### config.mk
export PLATFORM = sky130hd
export DESIGN_NAME = sha_digest_streamer_flat
export DESIGN_NICKNAME = d
export VERILOG_FILES = /design/src/rtl/sha_if_pkg.sv /design/src/rtl/sha_digest_streamer_if.sv /design/src/rtl/sha_digest_streamer.sv /design/src/flat_wrapper.sv
export SDC_FILE = /design/constraint.sdc
export NUM_CORES = 1
export LEC_CHECK = 0
export ABC_AREA = 1
export BUFFER_PORTS_ARGS = -buffer_cell sky130_fd_sc_hd__clkbuf_2
export CAP_MARGIN = 25
export CORE_ASPECT_RATIO = 0.6
export CORE_MARGIN = 2
export CORE_UTILIZATION = 50
export DETAILED_ROUTE_END_ITERATION = 16
export HOLD_SLACK_MARGIN = 0.06
export PLACE_DENSITY_LB_ADDON = 0.08
export SYNTH_ARGS = -nofsm -noshare
export SYNTH_HDL_FRONTEND = slang
export SYNTH_SLANG_ARGS = --single-unit
### constraint.sdc
create_clock -name clk -period 1.51 [get_ports clk]
set_input_delay 0.0755 -clock clk [delete_from_list [all_inputs] [get_ports clk]]
set_output_delay 0.0755 -clock clk [all_outputs]
set_load 0.1 [all_outputs]
### src/rtl/sha_if_pkg.sv
// rtl/sha_if_pkg.sv - sha256 register map, status bits and digest streamer state encoding
package sha_if_pkg;

  localparam logic [7:0] ADDR_CTRL    = 8'h08;
  localparam logic [7:0] ADDR_STATUS  = 8'h09;
  localparam logic [7:0] ADDR_BLOCK0  = 8'h10;
  localparam logic [7:0] ADDR_DIGEST0 = 8'h20;

  localparam int STATUS_READY_BIT = 0;
  localparam int STATUS_VALID_BIT = 1;

  localparam int DIGEST_WORDS = 8;

  typedef enum logic [2:0] {
    S_IDLE   = 3'd0,
    S_POLL   = 3'd1,
    S_READ   = 3'd2,
    S_SEND   = 3'd3,
    S_HOLD   = 3'd4,
    S_WAITTX = 3'd5,
    S_FIN    = 3'd6
  } stream_state_t;

endpackage

### src/rtl/sha_digest_streamer_if.sv
// rtl/sha_digest_streamer_if.sv - sha256 register bus and uart_tx byte handshake
interface sha_digest_streamer_if;
  import sha_if_pkg::*;

  logic        sha_cs;
  logic        sha_we;
  logic [7:0]  sha_address;
  logic [31:0] sha_write_data;
  logic [31:0] sha_read_data;
  logic        sha_error;
  logic [7:0]  tx_data;
  logic        tx_send;
  logic        tx_ready;

  modport master (
    output sha_cs, sha_we, sha_address, sha_write_data, tx_data, tx_send,
    input  sha_read_data, sha_error, tx_ready
  );

  modport slave (
    input  sha_cs, sha_we, sha_address, sha_write_data, tx_data, tx_send,
    output sha_read_data, sha_error, tx_ready
  );

endinterface

### src/rtl/sha_digest_streamer.sv
// rtl/sha_digest_streamer.sv - polls sha256 for digest_valid, reads 8 digest words, streams 32 bytes MSB first
module sha_digest_streamer
  import sha_if_pkg::*;
#(
  parameter int POLL_TIMEOUT = 1_000_000
) (
  input  logic                 clk,
  input  logic                 reset_n,
  input  logic                 start,
  output logic                 busy,
  output logic                 done,
  output logic                 err,
  sha_digest_streamer_if.master bus
);

  localparam int PW = $clog2(POLL_TIMEOUT + 1);
  localparam logic [PW-1:0] POLL_LAST = PW'(POLL_TIMEOUT - 1);

  stream_state_t state;
  logic [PW-1:0] poll_cnt;
  logic [2:0]    word_cnt;
  logic [1:0]    byte_cnt;
  logic [31:0]   shift;
  logic [7:0]    last_tx;
  logic          cs_q;
  logic [7:0]    addr_q;
  logic          send_now;

  // The send strobe must coincide with the cycle tx_ready is seen, so it is decoded from state.
  assign send_now           = (state == S_SEND) && bus.tx_ready;
  assign bus.tx_send        = send_now;
  assign bus.tx_data        = send_now ? shift[31:24] : last_tx;
  assign bus.sha_cs         = cs_q;
  assign bus.sha_address    = addr_q;
  assign bus.sha_we         = 1'b0;
  assign bus.sha_write_data = 32'h0;

  always_ff @(posedge clk) begin
    if (!reset_n) begin
      state    <= S_IDLE;
      busy     <= 1'b0;
      done     <= 1'b0;
      err      <= 1'b0;
      cs_q     <= 1'b0;
      addr_q   <= 8'h00;
      poll_cnt <= '0;
      word_cnt <= 3'd0;
      byte_cnt <= 2'd0;
      shift    <= 32'h0;
      last_tx  <= 8'h00;
    end else begin
      done <= 1'b0;
      err  <= 1'b0;
      unique case (state)
        S_IDLE: begin
          if (start) begin
            state    <= S_POLL;
            busy     <= 1'b1;
            cs_q     <= 1'b1;
            addr_q   <= ADDR_STATUS;
            poll_cnt <= '0;
          end
        end
        S_POLL: begin
          if (bus.sha_error) begin
            state <= S_IDLE;
            busy  <= 1'b0;
            err   <= 1'b1;
            cs_q  <= 1'b0;
          end else if (bus.sha_read_data[STATUS_VALID_BIT]) begin
            state    <= S_READ;
            word_cnt <= 3'd0;
            addr_q   <= ADDR_DIGEST0;
          end else if (poll_cnt == POLL_LAST) begin
            state <= S_IDLE;
            busy  <= 1'b0;
            err   <= 1'b1;
            cs_q  <= 1'b0;
          end else begin
            poll_cnt <= poll_cnt + 1'b1;
          end
        end
        S_READ: begin
          cs_q <= 1'b0;
          if (bus.sha_error) begin
            state <= S_IDLE;
            busy  <= 1'b0;
            err   <= 1'b1;
          end else begin
            state    <= S_SEND;
            shift    <= bus.sha_read_data;
            byte_cnt <= 2'd0;
          end
        end
        S_SEND: begin
          if (bus.tx_ready) begin
            state   <= S_HOLD;
            last_tx <= shift[31:24];
            shift   <= {shift[23:0], 8'h00};
          end
        end
        // uart_tx may take one cycle to drop tx_ready after a send.
        S_HOLD: state <= S_WAITTX;
        S_WAITTX: begin
          if (bus.tx_ready) begin
            if (byte_cnt != 2'd3) begin
              byte_cnt <= byte_cnt + 2'd1;
              state    <= S_SEND;
            end else if (word_cnt != 3'd7) begin
              word_cnt <= word_cnt + 3'd1;
              addr_q   <= ADDR_DIGEST0 + {5'd0, word_cnt} + 8'd1;
              cs_q     <= 1'b1;
              state    <= S_READ;
            end else begin
              done  <= 1'b1;
              state <= S_FIN;
            end
          end
        end
        S_FIN: begin
          busy  <= 1'b0;
          state <= S_IDLE;
        end
        default: begin
          state <= S_IDLE;
          busy  <= 1'b0;
          cs_q  <= 1'b0;
        end
      endcase
    end
  end

endmodule

### src/flat_wrapper.sv
// flat-port wrapper written by rule: the top's interface ports become plain ports
module sha_digest_streamer_flat import sha_if_pkg::*;
#(
  parameter int POLL_TIMEOUT = 1_000_000
)
  (clk, reset_n, start, busy, done, err, bus_sha_cs, bus_sha_we, bus_sha_address, bus_sha_write_data, bus_tx_data, bus_tx_send, bus_sha_read_data, bus_sha_error, bus_tx_ready);
  sha_digest_streamer_if bus_i ();
  input  logic clk;
  input  logic reset_n;
  input  logic start;
  output logic busy;
  output logic done;
  output logic err;
  output wire logic [$bits(bus_i.sha_cs)-1:0] bus_sha_cs;
  output wire logic [$bits(bus_i.sha_we)-1:0] bus_sha_we;
  output wire logic [$bits(bus_i.sha_address)-1:0] bus_sha_address;
  output wire logic [$bits(bus_i.sha_write_data)-1:0] bus_sha_write_data;
  output wire logic [$bits(bus_i.tx_data)-1:0] bus_tx_data;
  output wire logic [$bits(bus_i.tx_send)-1:0] bus_tx_send;
  input wire logic [$bits(bus_i.sha_read_data)-1:0] bus_sha_read_data;
  input wire logic [$bits(bus_i.sha_error)-1:0] bus_sha_error;
  input wire logic [$bits(bus_i.tx_ready)-1:0] bus_tx_ready;
  assign bus_sha_cs = bus_i.sha_cs;
  assign bus_sha_we = bus_i.sha_we;
  assign bus_sha_address = bus_i.sha_address;
  assign bus_sha_write_data = bus_i.sha_write_data;
  assign bus_tx_data = bus_i.tx_data;
  assign bus_tx_send = bus_i.tx_send;
  assign bus_i.sha_read_data = bus_sha_read_data;
  assign bus_i.sha_error = bus_sha_error;
  assign bus_i.tx_ready = bus_tx_ready;
  sha_digest_streamer #(.POLL_TIMEOUT(POLL_TIMEOUT)) u_core (.clk(clk), .reset_n(reset_n), .start(start), .busy(busy), .done(done), .err(err), .bus(bus_i));
endmodule
# Word level (Yosys, flattened, before mapping)
# Cells that the tools add are included.
# totals
register_bits,80
input_bits,37
out_inout_bits,54
elab_cells,116
# classes
addsub,5
eq_ne,24
n_mux,52
bitwise,5
reduce_logical,19
# op_table
operator,n
$mux 20,4
$mux 32,2
$pmux 32 s2,1
$mux 8,7
$pmux 20 s2,1
$mux 3,13
$pmux 8 s3,1
$ne 2x2->1 const B,11
$add 20x1->20 const B,1
$eq 20x20->1 const B,1
$pmux 3 s6,1
$reduce_and 7->1,2
$mux 1,13
$reduce_and 5->1,2
$eq 3x3->1 const B,3
$add 8x1->8 const B,1
$mux 2,4
$pmux 1 s4,2
$reduce_and 4->1,2
$reduce_bool 2->1,4
$add 6x3->7 const A,1
$eq 3x2->1 const B,2
$ne 3x3->1 const B,2
$pmux 3 s2,1
17 further kinds,23

# Logic depth before layout (Yosys ltp)
# Gate-level depths: netlist (run 1).
# depth
depth_word,6
ltp_mapped,11
ltp_nobuf,11

# Worst setup path before layout (run 1)
# OpenSTA, ideal clock, no wires.
# synth_timing
kind,register -> output
startpoint,register u_core.state[2]
endpoint,output port bus_tx_data[0]
arrival_ps,2707
required_time_ps,1434
setup_slack_ps,-1272
stages_incl_launch_ff,8
n_path_buf,3
cell_sequence,dfxtp_1 > buf_4 > nor2_4 > nand2_4 > nor2_4 > buf_4 > buf_2 > a21oi_1
# synth_via
elab_chain_len,3
# synth_rtl
item,line_no,source
from (decl),sha_digest_streamer.sv:19,stream_state_t state;
from (signal assigned),sha_digest_streamer.sv:40,state <= S_IDLE;
from (signal assigned),sha_digest_streamer.sv:57,state <= S_POLL;
from (signal assigned),sha_digest_streamer.sv:66,state <= S_IDLE;
$eq 3x2->1,sha_digest_streamer.sv:30,assign send_now = (state == S_SEND) && bus.tx_ready;
$logic_and 1x1->1,sha_digest_streamer.sv:30,
named net bus_tx_send,flat_wrapper.sv:19,output wire logic [$bits(bus_i.tx_send)-1:0] bus_tx_send;
$mux 8,sha_digest_streamer.sv:32,assign bus.tx_data = send_now ? shift[31:24] : last_tx;
to (decl),flat_wrapper.sv:18,output wire logic [$bits(bus_i.tx_data)-1:0] bus_tx_data;
# The timed path passes the listed nets, and every way through them passes these cells.

# Final worst setup path (run 1)
# layout_timing
startpoint,register u_core.state[2]
endpoint,output port bus_tx_data[1]
# layout_via
elab_chain_len,3
# layout_rtl
item,line_no
$eq 3x2->1,sha_digest_streamer.sv:30
$logic_and 1x1->1,sha_digest_streamer.sv:30
$mux 8,sha_digest_streamer.sv:32
# No other way between the ends.

==> metrics.csv, run 1 <==
stage,metric,value,unit
setup_path,reg2reg setup slack,-0.37,ns
cts,H-Tree Depth,3,
cells_and_area,Layout area overhead,63.3,%
yosys,YS warnings,0,
sta,Setup WS post-layout,-0.391,ns
global_routing,vias in the first global route,5362,
placed_design,DP Wirelength,9880,µm
cts,CTS root buffer,clkbuf_16,
setup_path,Worst Path Max Fanout,13,
routing,Pre-antenna DRT Iters,8,
cts,"Reg clk slew, reported paths",0.06,ns
global_routing,GR Util All Layers,33.7,%
setup_path,Worst R2R Start,u_core.state[2]$_SDFFE_PN0P_,
setup_path,largest stage delay on the critical path,0.35,ns
power,PwrDens,1740,mW/mm²
yosys,Mapped Area,0.00448,mm²
routing,per-cell routed wire length,20.2,µm
sta,clk_skew,0.00750,ns
setup_path,cell mode on critical path,buf_12,
global_routing,GR Overflow Total,0,
routing,DRC,0,
power,leakage,3.12,nW
floorplanning,I/O pins,91,
global_routing,largest net degree at the start of global routing,26,
setup_path,Critical-path top delay cell,dfxtp_4,
setup_path,Critical Path RT,1.43,ns
sta,setup tns final,-21.26,ns
sta,RSZ-0062 raised after global routing,true,
routing,Final ANT Viol Nets,0,
cells_and_area,"commonest non-fill, non-tap cell in the layout",nand2_1,
placed_design,Port Buffers,54,
sta,Least-Margin Pin Slew,0.540,ns
floorplanning,Die W,126,µm
setup_path,Critical Path End Type,output pin,
floorplanning,Placement Rows,26,
worst_hold_path,Hold WC Path Type,in -> reg,
routing,final WL,19800,µm
global_routing,initial antenna violation count,0,
setup_path,crit path from,u_core.state[2]$_SDFFE_PN0P_,
setup_path,"Arr. time, crit path",1.83,ns
routing,Metal-1 WL,7310,µm
sta,Fin. Hold Viols,0,
yosys,Yosys reg bits,77,
setup_path,startpoint types,register,
power,VDD IR max,1200,µV
cells_and_area,fin util,85.1,%
floorplanning,DIE HEIGHT,77.3,µm
placed_design,Routability Congestion,0.967,
yosys,cell count after synthesis,681,
setup_path,Reg2Reg Capture Point,u_core.shift[15]$_SDFFE_PN0P_,
yosys,Netlist cell types,30,
cells_and_area,layout cells sized above 1,41.8,%
routing,via density per instance,6.09,
cts,CTS max path bufs,2,
sta,Max-slew headroom,64.1,%
routing,initial drt markers,791,
cells_and_area,ant diodes,0,
routing,max layer used,met4,
setup_path,kind of critical path,reg -> out,
floorplanning,starting density of the core,52.1,%
job,max_cap viols,0,
cts,TritonCTS clock tree,yes,
cts,clock buffer count from CTS,9,
setup_path,"Critical Path, Cell by Cell",buf_12 -> nor2_4 -> nand2_4 -> nor2_4 -> buf_12 -> or2_1 -> inv_2 -> a21oi_4 -> buf_12,
cells_and_area,"commonest non-fill, non-tap cells in the layout","111 x nand2_1, 73 x buf_4, 63 x dfxtp_1",
yosys,sequential share of the synthesized area,34.4,%
cells_and_area,"Cell Count, Final, Fillers Out",977,
routing,routed length on met2,8650,µm
global_routing,first-pass GRT wire length,26400,µm
outcome,status,finished with violations,
floorplanning,Core Area,0.00859,mm²
placed_design,post-placement cell count,887,
yosys,synthesized area per cell,6.57,µm²
outcome,failing checks,negative setup slack,
sta,fin crit period,1.90,ns
setup_path,reg2reg path depth,10,
floorplanning,die area,0.00975,mm²
cells_and_area,Final Net Count,902,
routing,Met3 Wirelength,2650,µm
routing,Via Count,5948,
sta,Setup Viol. Count Final,76,
sta,fin crit share,126,%
setup_path,Setup crit end,bus_tx_data[1],
sta,FMAX,526,MHz
sta,fin. max-slew vios,0,
cts,CTS Sinks,77,
cts,worst skew pair latency,0.35,ns
[per-layer routing]
metal | up-vias | track usage (%)
li1 | 2534 | -
met1 | 2703 | 44.2
met2 | 545 | 52.6
met3 | 166 | 10.6
met4 | 0 | 11.9
met5 | - | 0
[worst max-delay path: cells and delay by family (launching register included)]
kind	cells	cell delay, ns
buf+inv	4	0.51
simple gates	4	0.47
flops	1	0.35
compound gates	1	0.13
[worst min path at each step]
stage | startpoint | end | slack [ns] | cells after the start
floorplan | bus_tx_ready | u_core.done$_SDFF_PP0_ | 0.23 | 2
global placement | bus_sha_read_data[25] | u_core.shift[25]$_SDFFE_PN0P_ | 0.33 | 3
detailed placement | bus_sha_read_data[3] | u_core.shift[3]$_SDFFE_PN0P_ | 0.33 | 3
CTS | bus_tx_ready | u_core.done$_SDFF_PP0_ | 0.1 | 3
global route | bus_tx_ready | u_core.done$_SDFF_PP0_ | 0.15 | 3
finish | bus_tx_ready | u_core.done$_SDFF_PP0_ | 0.14 | 3
[metrics by stage]
step / power [W] / setup slack (ns) / area, µm² / hold slack, ns
after floorplan: 0.00638 / -0.200 / 4710 / 0.226
after global routing: 0.0131 / -0.461 / 7310 / 0.149
after detailed placement: 0.00763 / -0.202 / 5420 / 0.332
final: 0.0127 / -0.391 / 7310 / 0.140
after global placement: 0.00754 / -0.101 / 5420 / 0.327
after CTS: 0.0112 / -0.334 / 6710 / 0.0997
[cell usage after synthesis, drive strengths merged]
| master | number | area (µm²) |
|---|---|---|
| ha | 4 | 50.1 |
| dfxtp | 77 | 1540 |
| nor2 | 81 | 329 |
| a211oi | 8 | 60.1 |
| a21oi | 38 | 190 |
| inv | 78 | 293 |
| buf | 54 | 388 |
| or2 | 9 | 56.3 |
| nand3 | 62 | 328 |
| a31oi | 24 | 150 |
| o211ai | 1 | 7.51 |
| o21ai | 42 | 214 |
| clkbuf | 16 | 60.1 |
| nand4 | 28 | 175 |
| nand2 | 145 | 552 |
| nor3 | 12 | 75.1 |
| conb | 1 | 3.75 |
| clkinv | 1 | 3.75 |
[logic make-up (layout without fill, tap and decap cells)]
logic type	Yosys count	count (layout)	share of synthesized area [%]
AO/OA/AOI/OAI	113	113	13.9
other	1	36	0.0838
AND/OR/NAND/NOR	337	338	33.8
buffers and inverters	149	297	16.6
adder cells (fa/ha/maj)	4	4	1.12
flip-flops	77	77	34.4
[sequential cells by signal, indices dropped and copies added (netlist names)]
signal                  flops
u_core.bus.sha_address      5
u_core.bus.sha_cs           1
u_core.busy                 1
u_core.byte_cnt             2
u_core.done                 1
u_core.err                  1
u_core.last_tx              8
u_core.poll_cnt            20
u_core.shift               32
u_core.state                3
u_core.word_cnt             3
[layout make-up]
class	count	area [µm²]
Inverter	79	317
Clock inverter	6	87.6
Sequential cell	77	1570
Fill cell	456	1280
Tap cell	112	140
Timing Repair Buffer	203	1920
Multi-Input combinational cell	491	3050
Clock buffer	9	225
[timing repair]
item / CTS / global route
pin swaps: 32 / 41
endpoints found under the hold margin: 31 / 0
setup endpoints to repair: 61 / 78
gates cloned: 8 / 0
setup buffers: 23 / 18
resized for setup: 121 / 135
hold buffers: 31 / 0
[power breakdown]
group	switching (W)	leakage (nW)	internal, W
Sequential	0.000325	0.634	0.00245
Clock	0.000921	0.156	0.00144
Combinational	0.00474	2.34	0.00280
Total	0.00598	3.12	0.00670
Power figures use the tool's default switching activity.
==> inputs of run 2 (changes only) <==
CORE_MARGIN = 3   (was 2)
CORE_UTILIZATION = 52   (was 50)
CTS_BUF_LIST = sky130_fd_sc_hd__clkbuf_8   (was not set)
==> metrics.csv, run 2 (same netlist as run 1, synthesis figures left out) <==
stage,metric,value,unit
cells_and_area,"commonest non-fill, non-tap cell in the layout",nand2_1,
routing,Via Count,5414,
setup_path,kind of critical path,reg -> reg,
cts,CTS Sinks,77,
cells_and_area,"commonest non-fill, non-tap cells in the layout","132 x nand2_1, 89 x buf_4, 69 x dfxtp_1",
cts,"Reg clk slew, reported paths",0.08,ns
cts,H-Tree Depth,3,
placed_design,DP Wirelength,9960,µm
sta,worst hold slack,0.122,ns
worst_hold_path,worst hold path endpoint,u_core.err$_SDFF_PN0_,
floorplanning,Die W,126,µm
routing,per-cell routed wire length,16.6,µm
global_routing,largest net degree at the start of global routing,33,
outcome,status,finished with violations,
routing,Pre-antenna DRT Iters,7,
worst_hold_path,Hold WC Path Type,in -> reg,
sta,fin crit period,1.86,ns
sta,RSZ-0062 raised after global routing,true,
placed_design,Routability Congestion,1.01,
cells_and_area,"Most flops, register",u_core.shift,
sta,setup tns final,-18.77,ns
setup_path,reg2reg path depth,9,
routing,final WL,16000,µm
cells_and_area,max reg flops,32,
sta,Least-Margin Pin Slew,0.543,ns
cells_and_area,layout cells sized above 1,31.2,%
sta,clk_skew,0.00606,ns
floorplanning,Placement Rows,25,
cts,TritonCTS clock tree,yes,
power,PwrDens,1630,mW/mm²
sta,fin. max-slew vios,0,
global_routing,GR Util All Layers,31.9,%
setup_path,Critical Path End Type,register,
cells_and_area,Layout area overhead,47.0,%
global_routing,GR Overflow Total,0,
sta,Setup WS post-layout,-0.352,ns
cells_and_area,biggest regs,"u_core.shift (32), u_core.poll_cnt (20), u_core.last_tx (8)",
setup_path,"Arr. time, crit path",2.15,ns
setup_path,Reg2Reg Capture Point,u_core.shift[29]$_SDFFE_PN0P_,
cts,worst skew pair latency,0.36,ns
sta,Max-slew headroom,64.0,%
cells_and_area,ant diodes,0,
sta,Fin. Hold Viols,0,
floorplanning,DIE HEIGHT,77.9,µm
setup_path,Worst Path Max Fanout,10,
routing,Final ANT Viol Nets,0,
worst_hold_path,WHS Path Cells,3,
cts,CTS root buffer,clkbuf_8,
routing,DRC,0,
sta,FMAX,537,MHz
setup_path,Worst R2R Start,u_core.state[0]$_SDFFE_PN0P_,
setup_path,reg2reg setup slack,-0.35,ns
setup_path,Critical Path RT,1.79,ns
global_routing,vias in the first global route,5188,
outcome,failing checks,negative setup slack,
global_routing,first-pass GRT wire length,25300,µm
routing,initial drt markers,796,
placed_design,Placement Cell Area,0.00543,mm²
global_routing,initial antenna violation count,0,
cells_and_area,Final Net Count,892,
sta,Setup Viol. Count Final,77,
cts,clock buffer count from CTS,9,
power,VDD IR max,883,µV
sta,fin crit share,123,%
floorplanning,starting density of the core,55.3,%
worst_hold_path,worst hold start,bus_sha_error,
cells_and_area,fin util,81.3,%
power,leakage,2.94,nW
floorplanning,die area,0.00979,mm²
job,max_cap viols,0,
floorplanning,I/O pins,91,
placed_design,Port Buffers,54,
routing,via density per instance,5.62,
setup_path,startpoint types,register,
cts,CTS max path bufs,2,
placed_design,pre-CTS setup slack,-0.202,ns
cells_and_area,design area,0.00658,mm²
cells_and_area,Fillers,506,
floorplanning,Core Area,0.00810,mm²
-- run 2: cell types whose count changed in the layout (fill, tap and decap cells not counted), sizes merged --
cell / before / now
inv: 79 / 78
bufbuf: 0 / 1
buf: 127 / 115
clkbuf: 54 / 56
dlygate4sd3: 31 / 32
-- run 2: repair_timing --
action / CTS / global route
buffers inserted: 15 / 9
endpoints found under the setup margin: 75 / 77
endpoints found under the hold margin: 31 / 0
hold buffers: 32 / 0
resized for setup: 62 / 35
cloned: 5 / 0
pin swaps: 16 / 8
-- run 2: per-layer routing --
layer / routed length [µm] / GRT usage, %
met1: 6600 / 42.0
met2: 7000 / 50.7
met3: 1970 / 10.7
met4: 422 / 8.14
met5: 0 / 0
-- run 2: worst max path at each step --
| stage | startpoint | depth (start not counted) | slack, ns | endpoint |
|---|---|---|---|---|
| 2_1_floorplan | u_core.state[1]$_SDFFE_PN0P_ | 8 | -0.20 | bus_tx_data[0] |
| 3_3_place_gp | u_core.poll_cnt[4]$_SDFFE_PN0P_ | 9 | -0.1 | u_core.state[1]$_SDFFE_PN0P_ |
| 3_5_place_dp | u_core.poll_cnt[1]$_SDFFE_PN0P_ | 11 | -0.20 | u_core.poll_cnt[17]$_SDFFE_PN0P_ |
| 4_1_cts | u_core.state[2]$_SDFFE_PN0P_ | 9 | -0.33 | bus_tx_data[6] |
| 5_1_grt | u_core.state[1]$_SDFFE_PN0P_ | 9 | -0.40 | bus_tx_data[1] |
| 6_report | u_core.state[0]$_SDFFE_PN0P_ | 9 | -0.35 | u_core.shift[29]$_SDFFE_PN0P_ |
-- run 2: power by group --
part / total [W] / switching (W) / internal [W]
Clock: 0.00181 / 0.000791 / 0.00102
Sequential: 0.00267 / 0.000235 / 0.00244
Combinational: 0.00624 / 0.00407 / 0.00217
-- run 2: through the flow --
stage               instances  total power [W]
global route              964           0.0113
floorplan                 716          0.00638
global placement          887          0.00752
finish                    964           0.0107
detailed placement        887          0.00764
CTS                       955           0.0103
-- run 2: area by class of cell --
cell class                      count  area, µm²  share of cell area, %
Multi-Input combinational cell    491       2670                   40.5
Timing Repair Buffer              193       1690                   25.7
Clock buffer                       11        151                   2.30
Sequential cell                    77       1560                   23.6
Tap cell                          108        135                   2.05
Inverter                           79        299                   4.54
Clock inverter                      5       82.6                   1.25
-- run 2: critical path: stages (launching register included) --
cell and delay [ns]:
dfxtp_2 0.33, buf_4 0.13, buf_4 0.14, nor3_2 0.27, nand2_2 0.18, o21ai_4 0.17, buf_4 0.18, buf_6 0.12
o21ai_0 0.09, a31oi_1 0.17
